File: src/rtl/rf_dump_pkg.sv
// ---------------------------------------------------------------------------
// rf_dump_pkg
// Shared definitions for the register-file dump reader: default data and
// address widths and the state encoding of the dump controller.
// Optional feature macro used by this slice: RF_DUMP_CSUM_EN (adds an XOR
// checksum beat after the last data beat of every dump).
// ---------------------------------------------------------------------------
package rf_dump_pkg;

    localparam int DEF_DWIDTH = 32;
    localparam int DEF_AWIDTH = 5;

    // Dump controller states; CSUM is only reachable with RF_DUMP_CSUM_EN.
    typedef enum logic [2:0] {
        IDLE = 3'd0,
        READ = 3'd1,
        SEND = 3'd2,
        CSUM = 3'd3,
        FIN  = 3'd4
    } state_e;

endpackage

File: src/rtl/rf_dump_csum.sv
// ---------------------------------------------------------------------------
// rf_dump_csum
// XOR accumulator for the dump checksum. Only instantiated when the
// RF_DUMP_CSUM_EN macro is defined.
// Ports:
//   clk      in   clock
//   rst      in   asynchronous active-high reset (accumulator -> 0)
//   clear_i  in   synchronous clear (new dump accepted); wins over enable_i
//   enable_i in   fold data_i into the accumulator this cycle
//   data_i   in   DWIDTH word to accumulate
//   csum_o   out  current accumulator value
// ---------------------------------------------------------------------------
module rf_dump_csum #(
    parameter int DWIDTH = 32
) (
    input  logic              clk,
    input  logic              rst,
    input  logic              clear_i,
    input  logic              enable_i,
    input  logic [DWIDTH-1:0] data_i,
    output logic [DWIDTH-1:0] csum_o
);

    logic [DWIDTH-1:0] acc_q;

    // Running XOR of every word sampled during a dump; a new dump restarts
    // from zero so the checksum always covers exactly one window.
    always_ff @(posedge clk or posedge rst) begin
        if (rst) begin
            acc_q <= '0;
        end else if (clear_i) begin
            acc_q <= '0;
        end else if (enable_i) begin
            acc_q <= acc_q ^ data_i;
        end
    end

    assign csum_o = acc_q;

endmodule

File: src/rtl/rf_dump_reader.sv
// ---------------------------------------------------------------------------
// rf_dump_reader
// Walks a window of registers through the register file's spare asynchronous
// read port and streams each word out on a valid/ready interface, for debug
// dumps to a host link.
// Optional feature: RF_DUMP_CSUM_EN appends one checksum beat (XOR of all
// data words) after the data beats; without it dout_csum is tied to 0.
// Ports:
//   clk, rst      clock / asynchronous active-high reset
//   start         1-cycle dump request, honoured only in IDLE
//   abort         synchronous cancel of a running dump
//   first_addr    first register of the window (sampled with start)
//   count         number of words, 0 means 2**AWIDTH (sampled with start)
//   ra / rd       register file read address / combinational read data
//   dout          stream data
//   dout_addr     register address of the current beat (0 on checksum beat)
//   dout_csum     current beat is the checksum beat
//   dout_last     current beat is the final beat of the dump
//   dout_valid    beat valid; dout_ready accepts it at posedge
//   busy          high from accepted start until return to IDLE
//   done          1-cycle pulse after the final beat was accepted
// ---------------------------------------------------------------------------
module rf_dump_reader
    import rf_dump_pkg::*;
#(
    parameter int DWIDTH = DEF_DWIDTH,
    parameter int AWIDTH = DEF_AWIDTH
) (
    input  logic              clk,
    input  logic              rst,
    input  logic              start,
    input  logic              abort,
    input  logic [AWIDTH-1:0] first_addr,
    input  logic [AWIDTH-1:0] count,
    output logic [AWIDTH-1:0] ra,
    input  logic [DWIDTH-1:0] rd,
    output logic [DWIDTH-1:0] dout,
    output logic [AWIDTH-1:0] dout_addr,
    output logic              dout_csum,
    output logic              dout_last,
    output logic              dout_valid,
    input  logic              dout_ready,
    output logic              busy,
    output logic              done
);

    // Remaining-word counter needs one extra bit to hold 2**AWIDTH.
    localparam logic [AWIDTH:0] REM_ONE  = (AWIDTH+1)'(1);
    localparam logic [AWIDTH:0] REM_FULL = {1'b1, {AWIDTH{1'b0}}};

`ifdef RF_DUMP_CSUM_EN
    localparam bit LAST_ON_DATA = 1'b0;
`else
    localparam bit LAST_ON_DATA = 1'b1;
`endif

    state_e            state_q, state_d;
    logic [AWIDTH-1:0] ra_q, ra_d;
    logic [AWIDTH:0]   remaining_q, remaining_d;
    logic [DWIDTH-1:0] dout_q, dout_d;
    logic [AWIDTH-1:0] dout_addr_q, dout_addr_d;
    logic              dout_last_q, dout_last_d;
    logic              dout_valid_q, dout_valid_d;
    logic              busy_q, busy_d;
    logic              done_q, done_d;

`ifdef RF_DUMP_CSUM_EN
    logic              dout_csum_q, dout_csum_d;
    logic              csumClear, csumEnable;
    logic [DWIDTH-1:0] csumValue;

    rf_dump_csum #(
        .DWIDTH(DWIDTH)
    ) uCsum (
        .clk      (clk),
        .rst      (rst),
        .clear_i  (csumClear),
        .enable_i (csumEnable),
        .data_i   (rd),
        .csum_o   (csumValue)
    );
`endif

    // State and output registers. Every output is registered, so a reset
    // drives all of them to zero immediately and drops any in-flight beat.
    always_ff @(posedge clk or posedge rst) begin
        if (rst) begin
            state_q      <= IDLE;
            ra_q         <= '0;
            remaining_q  <= '0;
            dout_q       <= '0;
            dout_addr_q  <= '0;
            dout_last_q  <= 1'b0;
            dout_valid_q <= 1'b0;
            busy_q       <= 1'b0;
            done_q       <= 1'b0;
`ifdef RF_DUMP_CSUM_EN
            dout_csum_q  <= 1'b0;
`endif
        end else begin
            state_q      <= state_d;
            ra_q         <= ra_d;
            remaining_q  <= remaining_d;
            dout_q       <= dout_d;
            dout_addr_q  <= dout_addr_d;
            dout_last_q  <= dout_last_d;
            dout_valid_q <= dout_valid_d;
            busy_q       <= busy_d;
            done_q       <= done_d;
`ifdef RF_DUMP_CSUM_EN
            dout_csum_q  <= dout_csum_d;
`endif
        end
    end

    // Next-state logic. Abort overrides everything outside IDLE. READ
    // captures the asynchronous read data for the current address into the
    // output register; SEND holds the beat until the sink accepts it, then
    // either advances the address or finishes the window.
    always_comb begin
        state_d      = state_q;
        ra_d         = ra_q;
        remaining_d  = remaining_q;
        dout_d       = dout_q;
        dout_addr_d  = dout_addr_q;
        dout_last_d  = dout_last_q;
        dout_valid_d = dout_valid_q;
        busy_d       = busy_q;
        done_d       = 1'b0;
`ifdef RF_DUMP_CSUM_EN
        dout_csum_d  = dout_csum_q;
        csumClear    = 1'b0;
        csumEnable   = 1'b0;
`endif

        if (abort && (state_q != IDLE)) begin
            state_d      = IDLE;
            dout_valid_d = 1'b0;
            dout_last_d  = 1'b0;
            busy_d       = 1'b0;
`ifdef RF_DUMP_CSUM_EN
            dout_csum_d  = 1'b0;
`endif
        end else begin
            case (state_q)
                IDLE: begin
                    if (start && !abort) begin
                        ra_d        = first_addr;
                        remaining_d = (count == '0) ? REM_FULL : {1'b0, count};
                        busy_d      = 1'b1;
                        state_d     = READ;
`ifdef RF_DUMP_CSUM_EN
                        csumClear   = 1'b1;
`endif
                    end
                end
                READ: begin
                    dout_d       = rd;
                    dout_addr_d  = ra_q;
                    dout_last_d  = LAST_ON_DATA && (remaining_q == REM_ONE);
                    dout_valid_d = 1'b1;
                    state_d      = SEND;
`ifdef RF_DUMP_CSUM_EN
                    csumEnable   = 1'b1;
`endif
                end
                SEND: begin
                    if (dout_ready) begin
                        dout_valid_d = 1'b0;
                        dout_last_d  = 1'b0;
                        remaining_d  = remaining_q - REM_ONE;
                        if (remaining_q > REM_ONE) begin
                            ra_d    = ra_q + 1'b1;
                            state_d = READ;
                        end else begin
`ifdef RF_DUMP_CSUM_EN
                            // Accumulator already includes the word just sent.
                            dout_d       = csumValue;
                            dout_addr_d  = '0;
                            dout_csum_d  = 1'b1;
                            dout_last_d  = 1'b1;
                            dout_valid_d = 1'b1;
                            state_d      = CSUM;
`else
                            state_d      = FIN;
`endif
                        end
                    end
                end
`ifdef RF_DUMP_CSUM_EN
                CSUM: begin
                    if (dout_ready) begin
                        dout_valid_d = 1'b0;
                        dout_last_d  = 1'b0;
                        dout_csum_d  = 1'b0;
                        state_d      = FIN;
                    end
                end
`endif
                FIN: begin
                    done_d  = 1'b1;
                    busy_d  = 1'b0;
                    state_d = IDLE;
                end
                default: begin
                    state_d = IDLE;
                end
            endcase
        end
    end

    assign ra         = ra_q;
    assign dout       = dout_q;
    assign dout_addr  = dout_addr_q;
    assign dout_last  = dout_last_q;
    assign dout_valid = dout_valid_q;
    assign busy       = busy_q;
    assign done       = done_q;
`ifdef RF_DUMP_CSUM_EN
    assign dout_csum  = dout_csum_q;
`else
    assign dout_csum  = 1'b0;
`endif

endmodule

File: config.mk
export PLATFORM = sky130hd
export DESIGN_NAME = rf_dump_reader
export DESIGN_NICKNAME = d
export VERILOG_FILES = /design/src/rtl/rf_dump_pkg.sv /design/src/rtl/rf_dump_csum.sv /design/src/rtl/rf_dump_reader.sv
export SDC_FILE = /design/constraint.sdc
export NUM_CORES = 1
export LEC_CHECK = 0
export ABC_AREA = 1
export BUFFER_PORTS_ARGS = -buffer_cell sky130_fd_sc_hd__buf_2
export CORE_ASPECT_RATIO = 2
export CORE_MARGIN = 3
export CORE_UTILIZATION = 40
export CTS_CLUSTER_SIZE = 16
export DETAILED_ROUTE_END_ITERATION = 16
export PLACE_DENSITY_LB_ADDON = 0.08
export REMOVE_ABC_BUFFERS = 1
export SYNTH_ARGS = -nofsm -noshare
export SYNTH_HDL_FRONTEND = slang
export SYNTH_HIERARCHICAL = 1
export SYNTH_SLANG_ARGS = --single-unit
export TNS_END_PERCENT = 100
File: constraint.sdc
create_clock -name clk -period 2.4 [get_ports clk]
set_input_delay 0.48 -clock clk [delete_from_list [all_inputs] [get_ports clk]]
set_output_delay 0.48 -clock clk [all_outputs]
set_load 0.03 [all_outputs]
==> out/metrics.yaml, run 1 <==
status: "completed"
clockRootBuffer: "clkbuf_16"
synth_cell_types: 24
hold_viol_final: 0
core_region_area_mm2: 0.00606
synth.avg_cell_area_um2: 8.00
place_congestion: 0.815
cp-end-kind: "flop"
grt_pass1_wl_um: 10100
maxCapViolations: 0
ant_nets: 0
cts_inserted_buffers: 5
ff_latch_area_mm2: 0.00138
dr_total_vias: 2230
cts_resized: 0
reg2reg_setup_slack_ns: 0.79
dr.pass1.iters: 4
antenna_found_initial: 0
drive_above_1_share_pct: 29.5
clockBufferDepth: 2
insertion_delay_ns: 0.29
hold_class: "primary input to async pin"
drt_iter0_drc: 73
critical_path.max_fanout: 17
syn_area_mm2: 0.00253
finalCritPeriodShare_pct: 67.0
cp.arrival_ns: 1.79
grt_max_degree: 42
async_flop_share_pct: 100
port_buffers: 92
diodes: 0
wl_um: 5930
area_delta_synth_final_pct: 27.0
finalSetupTns_ns: 0
die_w_um: 62.2
finalCriticalPeriod_ns: 1.61
finClkSkew_ns: 0.00396
ys.warnings.count: 6
synth_edf_count: 0
rows: 40
synthCells: 316
yosys.area.top_type: "dfrtp_1"
slew_headroom_pct: 54.8
dieArea_mm2: 0.00737
grt.overflow.total: 0
setup_viol: 0
worstPathRequired_ns: 2.58
power.density_mw_per_mm2: 1450
fin_nets: 456
p_leak_uw: 0.00186
clkTransAtPathRegs_ns: 0.07
via_per_inst: 4.54
drc: 0
fmax_mhz: 622
tritoncts: "done"
maxSlewViolCount: 0
chipHeight_um: 118
grt_pass1_vias: 2257
num_io_pins: 94
place_area_mm2: 0.00305
tightest_slew_ns: 0.676
worst_setup_path_start_kind: "flop"
ys_ff_latch: 55
yosys.area.top_type_share_pct: 54.5
yosysSeqAreaShare_pct: 54.5
rsz0062_at_grt: "false"
start_util_pct: 41.7
nFillCells: 605
fin_util_pct: 53.0
synthFlopType: "dfrtp_1"
multiInputGateArea_um2: 995
stdcell_area_mm2: 0.00321
cts_hold_buf: 0
dp_hpwl_um: 4440
postCtsSetupBuffers: 0
crit_type: "flop to flop"
cts_sinks: 55
synth.most_common_cell: "nand2_1"
yosys-top-cells-area: "dfrtp_1 (54%), nand2_1 (23%), nand3_1 (3.4%)"
wl_per_cell_um: 12.1
ir_worst_vdd_mv: 0.518
ys_top_cells_by_count: "nand2_1 (153), dfrtp_1 (55), inv_1 (18), nand3_1 (17), nor2_1 (12)"
htree_levels: 2
track_usage_pct: 16.9
layout by cell type (no fill, tap or decap):
cell       count
a21oi_1        2
buf_12         1
buf_2         92
buf_4          1
clkbuf_1       1
clkbuf_16      5
clkbuf_8       2
conb_1         1
dfrtp_1       55
ha_1           3
inv_1         17
inv_2          7
nand2_1      153
nand2_2        6
nand3_1       17
nand3_2        4
nand3b_1       1
nand4_1        3
nor2_1        12
nor2_2         1
nor2_4         1
nor3_1         2
nor4_1         1
o21ai_0       11
o21ai_1        6
o31ai_1        1
xnor2_1        1
per-stage QoR:
stage | hold WS, ns | setup WS, ns | std cells | total power [uW]
floorplan | 0.480 | 0.577 | 305 | 3240
global placement | 0.449 | 0.833 | 483 | 3920
detailed placement | 0.453 | 0.778 | 483 | 3940
CTS | 0.227 | 0.773 | 491 | 4710
global route | 0.262 | 0.585 | 491 | 5010
finish | 0.213 | 0.793 | 491 | 4640
area by class of cell:
class | instances | area share [%]
repair buffers | 94 | 15.2
well taps | 84 | 3.27
inverters | 24 | 2.81
clock buffers | 8 | 4.87
flip-flops and latches | 55 | 42.9
multi-input cells | 226 | 31.0
power by group:
part / leakage, uW / internal (uW) / total [uW] / switching, uW
Sequential: 0.000693 / 1340 / 1620 / 279
Clock: 0.0000772 / 445 / 750 / 306
Combinational: 0.00109 / 650 / 2270 / 1620
Total: 0.00186 / 2440 / 4640 / 2200
cells by family (layout without fill, tap and decap cells):
kind of cell,Yosys count,count (layout),share of synthesized area [%]
buffers and inverters,35,126,6.19
DFF,55,55,54.5
and+or+nand+nor,201,201,33.3
AOI/OAI and AO/OA,20,20,4.06
adders and majority gates,3,3,1.49
xor gates and xnor gates,1,1,0.347
other,1,1,0.148
worst paths after layout:
path,start,end,cells past startpoint
max,state_q[0]$_DFFE_PP0P_,ra[1]$_DFFE_PP0P_,8
min,rst,dout_addr[3]$_DFFE_PP0P_,2
max reg2reg,state_q[0]$_DFFE_PP0P_,ra[1]$_DFFE_PP0P_,8
min reg2reg,dout[13]$_DFFE_PP0P_,dout[13]$_DFFE_PP0P_,2
max in group asynchronous,rst,dout[22]$_DFFE_PP0P_,3
min in group clk,rd[3],dout[3]$_DFFE_PP0P_,3
critical path, stage by stage, from the launching register on:
cell,delay (ns)
dfrtp_1,0.42
nor2_2,0.18
nand2_2,0.22
inv_2,0.23
nand2_1,0.09
nand2_2,0.12
nand2_2,0.11
nand2_1,0.08
nand2_1,0.05
layer usage:
| layer | part of all wire, % | routed length, um | global-route usage (%) | up-vias |
|---|---|---|---|---|
| met5 | 0 | 0 | 0 | - |
| met4 | 1.6 | 97 | 6.09 | 0 |
| met3 | 5.3 | 314 | 3.33 | 7 |
| met2 | 54 | 3230 | 31.6 | 62 |
| met1 | 39 | 2290 | 18.6 | 1005 |
| li1 | - | - | - | 1156 |
flip-flops by register name (all words and copies together) (netlist names):
signal / cells
dout_addr: 5
done: 1
ra: 5
busy: 1
dout_last: 1
remaining_q: 6
state_q: 3
dout_valid: 1
dout: 32
No activity file was read; power rests on OpenSTA's default activity.
==> run 2, diff against run 1 <==
==> constraint.sdc (replaced) <==
create_clock -name clk -period 1.6 [get_ports clk]
set_input_delay 0.32 -clock clk [delete_from_list [all_inputs] [get_ports clk]]
set_output_delay 0.32 -clock clk [all_outputs]
set_load 0.03 [all_outputs]
==> run 2 against run 1 <==
Clock-buffer cell count fell by 3. Non-clock buffer count rose by 6. Cell count rose by 1.0%. First-iteration DRC count rose by 33%. Sequential share of layout area fell by 0.61 points. Register-to-register slack got worse by 0.69 ns. Clock skew fell by 0.0016 ns. Critical path depth fell by 1. Die area did not move. Critical path type unchanged. Largest cell class unchanged.
==> out/metrics.yaml, run 2 (synthesis results as in run 1) <==
rsz0062_at_grt: "false"  # unchanged
status: "completed"  # unchanged
hold_class: "primary input to async pin"  # unchanged
critPathMaxStageDelay_ns: 0.43  # was 0.42 ns
die_w_um: 62.2  # unchanged
top_layer: "met4"  # unchanged
maxCapViolations: 0  # unchanged
instances_no_fill: 496  # was 491
dp_hpwl_um: 4490  # was 4440 um
via_per_inst: 4.59  # was 4.54
fin_nets: 462  # was 456
wl_met2_um: 3120  # was 3230 um
crit_slowest_cell: "dfrtp_1"  # unchanged
tritoncts: "done"  # unchanged
insertion_delay_ns: 0.28  # was 0.29 ns
track_usage_pct: 16.9  # about the same
drt_iter0_drc: 97  # was 73
cp.arrival_ns: 1.66  # was 1.79 ns
ant_nets: 0  # unchanged
total_power_uw: 7120  # was 4640 uW
finClkSkew_ns: 0.00235  # was 0.00396 ns
clockBufferDepth: 2  # unchanged
hold_viol_final: 0  # unchanged
num_io_pins: 94  # unchanged
crit_type: "flop to flop"  # unchanged
grt_pass1_wl_um: 10100  # about the same
port_buffers: 92  # unchanged
drc: 0  # unchanged
dr_total_vias: 2278  # was 2,230
dr.pass1.iters: 4  # unchanged
postCtsSetupBuffers: 0  # unchanged
critical_path.max_fanout: 10  # was 17
cts_resized: 0  # unchanged
p_leak_uw: 0.00189  # was 0.00186 uW
dp_cells: 489  # was 483
fmax_mhz: 669  # was 622 MHz
final_cell_mix: "nand2_1 (153), buf_2 (92), dfrtp_1 (55), inv_1 (17), nand3_1 (17)"  # unchanged
grt.overflow.total: 0  # unchanged
largest_register_ffs: 32  # unchanged
clkTransAtPathRegs_ns: 0.07  # about the same
mostFrequentLayoutCell: "nand2_1"  # unchanged
diodes: 0  # unchanged
place_congestion: 0.871  # was 0.815
drive_above_1_share_pct: 30.6  # was 29.5%
chipHeight_um: 118  # unchanged
wl_per_cell_um: 11.9  # was 12.1 um
core_region_area_mm2: 0.00606  # unchanged
dieArea_mm2: 0.00737  # unchanged
nFillCells: 627  # was 605
cts_inserted_buffers: 5  # unchanged
power.density_mw_per_mm2: 2190  # was 1450 mW/mm2
clockRootBuffer: "clkbuf_16"  # unchanged
antenna_found_initial: 0  # unchanged
setup_viol: 0  # unchanged
start_util_pct: 41.7  # unchanged
grt_max_degree: 42  # unchanged
critPathBufInv: 1  # unchanged
cp-end-kind: "flop"  # unchanged
ir_worst_vdd_mv: 0.944  # was 0.518 mV
hold_ws_ns: 0.0757  # was 0.213 ns
finalSetupTns_ns: 0  # unchanged
wl_met1_um: 2360  # was 2290 um
grt_pass1_vias: 2227  # was 2,257
area_delta_synth_final_pct: 28.9  # was 27.0%
finalCritPeriodShare_pct: 93.4  # was 67.0%
wl_um: 5900  # was 5930 um
crit_family: "simple AND/OR/NAND/NOR gates"  # unchanged
worst_setup_path_start_kind: "flop"  # unchanged
htree_levels: 2  # unchanged
wl_met3_um: 293  # was 314 um
crit_chain: "nor2_2 > nand2_2 > nand2_2 > nand3_2 > inv_2 > nand2_1 > o21ai_0"  # was nor2_2 > nand2_2 > inv_2 > nand2_1 > nand2_2 > nand2_2 > nand2_1 > nand2_1
cts_sinks: 55  # unchanged
worstPathRequired_ns: 1.77  # was 2.58 ns
rows: 40  # unchanged
maxSlewViolCount: 0  # unchanged
cts_hold_buf: 0  # unchanged
crit_top_cell: "nand2_2"
finalCriticalPeriod_ns: 1.49  # was 1.61 ns
==> run 2: report_power, final <==
part           internal, uW  total [uW]  switching [uW]
Clock                   729        1190             459
Combinational          1040        3500            2460
Sequential             2020        2430             415
==> run 2: worst register-to-register path: stages, from the launching register on <==
cell and delay (ns):
dfrtp_1 0.43, nor2_2 0.19, nand2_2 0.12, nand2_2 0.14, nand3_2 0.13, inv_2 0.16, nand2_1 0.07, o21ai_0 0.13
==> run 2: layout make-up <==
cell class                      count  area, um2  share of cell area (%)
Timing Repair Buffer              100        520                    16.0
Clock buffer                        5        125                    3.84
Tap cell                           84        105                    3.23
Multi-Input combinational cell    226       1000                    30.7
Clock inverter                      2       37.5                    1.15
Sequential cell                    55       1380                    42.3
Inverter                           24       92.6                    2.84
==> run 2: per-stage QoR <==
| step | worst slack, ns | util [%] | cell area, um2 |
|---|---|---|---|
| 5_1_grt | 0.000442 | 53.8 | 3260 |
| 3_3_place_gp | 0.128 | 51.0 | 3090 |
| 2_1_floorplan | -0.0845 | - | 2460 |
| 6_report | 0.105 | 53.8 | 3260 |
| 4_1_cts | 0.0951 | 53.7 | 3250 |
| 3_5_place_dp | 0.108 | 51.0 | 3090 |
==> run 2: final timing paths <==
kind	from	endpoint	slack [ns]	depth (start not counted)
min in group clk	rd[31]	dout[31]$_DFFE_PP0P_	0.23	3
setup reg to reg	state_q[0]$_DFFE_PP0P_	remaining_q[2]$_DFFE_PP0P_	0.11	7
hold reg to reg	dout[20]$_DFFE_PP0P_	dout[20]$_DFFE_PP0P_	0.47	2
hold / removal	rst	dout[31]$_DFFE_PP0P_	0.08	3
setup / recovery	state_q[0]$_DFFE_PP0P_	remaining_q[2]$_DFFE_PP0P_	0.11	7
max in group asynchronous	rst	dout[3]$_DFFE_PP0P_	1.21	3
==> run 2: layer usage <==
metal,global-route usage [%],vias up
li1,-,1162
met1,19.1,1037
met2,30.1,69
met3,3.23,10
met4,7.62,0
met5,0,-
==> run 3, diff against run 2 <==
--- a/config.mk
+++ b/config.mk
@@ -5,7 +5,6 @@
 export SDC_FILE = /design/constraint.sdc
 export NUM_CORES = 1
 export LEC_CHECK = 0
-export ABC_AREA = 1
 export BUFFER_PORTS_ARGS = -buffer_cell sky130_fd_sc_hd__buf_2
 export CORE_ASPECT_RATIO = 2
 export CORE_MARGIN = 3
==> run 3 against run 2 <==
Via count down 15%. Highest routed layer unchanged. Critical path depth is 3 lower. Sequential share of layout area shrank 2.2 points. Maximum frequency fell by 6.1%. Wire length is 5.8% higher. Sequential power shrank 17%. Largest power group unchanged. Non-clock buffer count is 24 higher. First-iteration DRC count is 16% lower. Register-to-register slack got worse by 0.096 ns. Utilization up 5.6 points. Combinational power shrank 41%. Clock power fell by 10%.
==> out/metrics.yaml, run 3 <==
synth_edf_count: 0  # unchanged
tritoncts: "done"  # unchanged
synth.most_common_cell: "dfrtp_1"  # was nand2_1
synthCells: 191  # was 316
status: "completed"  # unchanged
clockBufferDepth: 2  # unchanged
cp.arrival_ns: 1.83  # was 1.66 ns
core_region_area_mm2: 0.00581  # was 0.00606 mm2
p_leak_uw: 0.00162  # was 0.00189 uW
fin_ws_ns: 0.00867  # was 0.105 ns
finalCritPeriodShare_pct: 99.5  # was 93.4%
largest_register_ffs: 32  # unchanged
antenna_found_initial: 0  # unchanged
critPathMaxStageDelay_ns: 0.61  # was 0.43 ns
power.density_mw_per_mm2: 1490  # was 2190 mW/mm2
start_util_pct: 41.7  # about the same
wl_um: 6250  # was 5900 um
cts_inserted_buffers: 5  # unchanged
rsz0062_at_grt: "true"  # was false
final_cell_mix: "buf_2 (92), dfrtp_1 (52), mux2_2 (33), buf_4 (23), a21oi_1 (9)"  # was nand2_1 (153), buf_2 (92), dfrtp_1 (55), inv_1 (17), nand3_1 (17)
crit_type: "flop to flop"  # unchanged
wl_per_cell_um: 16.8  # was 11.9 um
num_io_pins: 94  # unchanged
total_power_uw: 5140  # was 7120 uW
ir_worst_vdd_mv: 1.04  # was 0.944 mV
hold_viol_final: 0  # unchanged
fin_nets: 360  # was 462
dieArea_mm2: 0.00709  # was 0.00737 mm2
worstRegToRegCells: 4  # was 7
yosys-top-cells-area: "dfrtp_1 (57%), mux2_2 (18%), a21oi_1 (2.1%)"  # was dfrtp_1 (54%), nand2_1 (23%), nand3_1 (3.4%)
synth.avg_cell_area_um2: 12.7  # was 8.00 um2
cp-end-kind: "flop"  # unchanged
clkTransAtPathRegs_ns: 0.07  # about the same
instances_no_fill: 372  # was 496
dr.pass1.iters: 4  # unchanged
die_w_um: 61.0  # was 62.2 um
cts_hold_buf: 0  # unchanged
critical_path.max_fanout: 5  # was 10
grt_max_degree: 39  # was 42
mostFrequentLayoutCell: "buf_2"  # was nand2_1
maxCapViolations: 0  # unchanged
ys_ff_latch: 55  # unchanged
drive_above_1_share_pct: 60.1  # was 30.6%
via_per_inst: 5.20  # was 4.59
finalSetupTns_ns: 0  # unchanged
synthFlopType: "dfrtp_1"  # unchanged
clockRootBuffer: "clkbuf_16"  # unchanged
drt_iter0_drc: 81  # was 97
worst_setup_path_start_kind: "flop"  # unchanged
synth_cell_types: 38  # was 24
hold_ws_ns: 0.0554  # was 0.0757 ns
fmax_mhz: 628  # was 669 MHz
yosysSeqAreaShare_pct: 56.8  # was 54.5%
setup_viol: 0  # unchanged
finalCriticalPeriod_ns: 1.59  # was 1.49 ns
place_ws_ns: -0.0760  # was 0.108 ns
port_buffers: 92  # unchanged
grt_pass1_vias: 1980  # was 2,227
diodes: 0  # unchanged
drc: 0  # unchanged
dp_hpwl_um: 4420  # was 4490 um
cts_sinks: 55  # unchanged
rows: 39  # was 40
chipHeight_um: 116  # was 118 um
yosys.area.top_type: "dfrtp_1"  # unchanged
reg2reg_setup_slack_ns: 0.009  # was 0.11 ns
yosys.area.top_type_share_pct: 56.8  # was 54.5%
htree_levels: 2  # unchanged
maxSlewViolCount: 0  # unchanged
crit_chain: "or4_4 > buf_6 > and4bb_2 > mux2_2"  # was nor2_2 > nand2_2 > nand2_2 > nand3_2 > inv_2 > nand2_1 > o21ai_0
ys.warnings.count: 6  # unchanged
async_flop_share_pct: 100  # unchanged
crit_slowest_cell: "or4_4"  # was dfrtp_1
syn_area_mm2: 0.00242  # was 0.00253 mm2
ys_top_cells_by_count: "dfrtp_1 (55), mux2_2 (38), a21oi_1 (10), o21ai_0 (10), nor2_1 (7)"  # was nand2_1 (153), dfrtp_1 (55), inv_1 (18), nand3_1 (17), nor2_1 (12)
worstPathRequired_ns: 1.84  # was 1.77 ns
critPathLaunch: "remaining_q[3]$_DFFE_PP0P_"  # was state_q[0]$_DFFE_PP0P_
insertion_delay_ns: 0.29  # was 0.28 ns
r2r_start: "remaining_q[3]$_DFFE_PP0P_"  # was state_q[0]$_DFFE_PP0P_
place_congestion: 0.793  # was 0.871
ant_nets: 0  # unchanged
track_usage_pct: 17.3  # was 16.9%
dr_total_vias: 1933  # was 2,278
dp_cells: 356  # was 489
finClkSkew_ns: 0.00558  # was 0.00235 ns
hold_class: "primary input to async pin"  # unchanged
area_delta_synth_final_pct: 42.2  # was 28.9%
grt.overflow.total: 0  # unchanged
grt_pass1_wl_um: 9180  # was 10,100 um
## run 3: cell count changes in the layout (fill, tap and decap cells not counted), sizes merged, moves of 9 or more
cell,before,now
mux2,0,38
inv,24,4
nand2,159,5
a21oi,2,11
nand3,21,3
buf,100,122
## run 3: critical path, delay by kind of cell, from the launching register on
| kind | cells | cell delay, ns |
|---|---|---|
| buf+inv | 1 | 0.15 |
| flops | 1 | 0.38 |
| simple gates | 2 | 0.88 |
| mux | 1 | 0.13 |
## run 3: area by class of cell
type / instances / area, um2
well taps: 61 / 76.3
repair buffers: 124 / 783
flip-flops and latches: 55 / 1380
multi-input cells: 120 / 1050
fillers: 529 / 2360
clock buffers: 6 / 129
clock inverters: 2 / 12.5
inverters: 4 / 15.0
## run 3: repair_timing
action / 4_1_cts / 5_1_grt
setup buffers: 0 / 3
pin swaps: 0 / 5
resized for setup: 5 / 24
hold endpoints to repair: 0 / 0
endpoints found under the setup margin: 15 / 47
gates cloned: 0 / 5
## run 3: power by group
group	switching, uW	total, uW	internal, uW
Sequential	237	2020	1780
Clock	489	1070	579
Combinational	1240	2060	814
## run 3: metal layers
layer  part of all wire [%]  up-vias  global-route usage, %
met1                     36      937                   19.2
met3                    4.8        8                   3.46
met5                      0        -                      0
met2                     57       59                   31.0
met4                    1.8        0                   6.95
li1                       -      929                      -
## run 3: cell families after synthesis
logic type / count (synthesis) / share of synthesized area (%)
AO/OA/AOI/OAI: 43 / 11.7
adder cells (fa/ha/maj): 3 / 1.55
buffers and inverters: 16 / 3.66
flip-flops: 55 / 56.8
multiplexers: 39 / 18.1
other: 1 / 0.155
AND/OR/NAND/NOR: 34 / 8.11
## run 3: through the flow
step	util, %	instance area, um2
2_1_floorplan	-	2350
3_3_place_gp	53.4	3100
3_5_place_dp	53.4	3100
4_1_cts	56.1	3260
5_1_grt	59.4	3450
6_report	59.4	3450
## run 3: worst paths after layout
path / endpoint
max reg2reg: dout_last$_DFFE_PP0P_
min in group clk: dout[25]$_DFFE_PP0P_
max in group asynchronous: remaining_q[0]$_DFFE_PP0P_
max: dout_last$_DFFE_PP0P_
min: dout[8]$_DFFE_PP0P_
min reg2reg: dout_valid$_DFFE_PP0P_
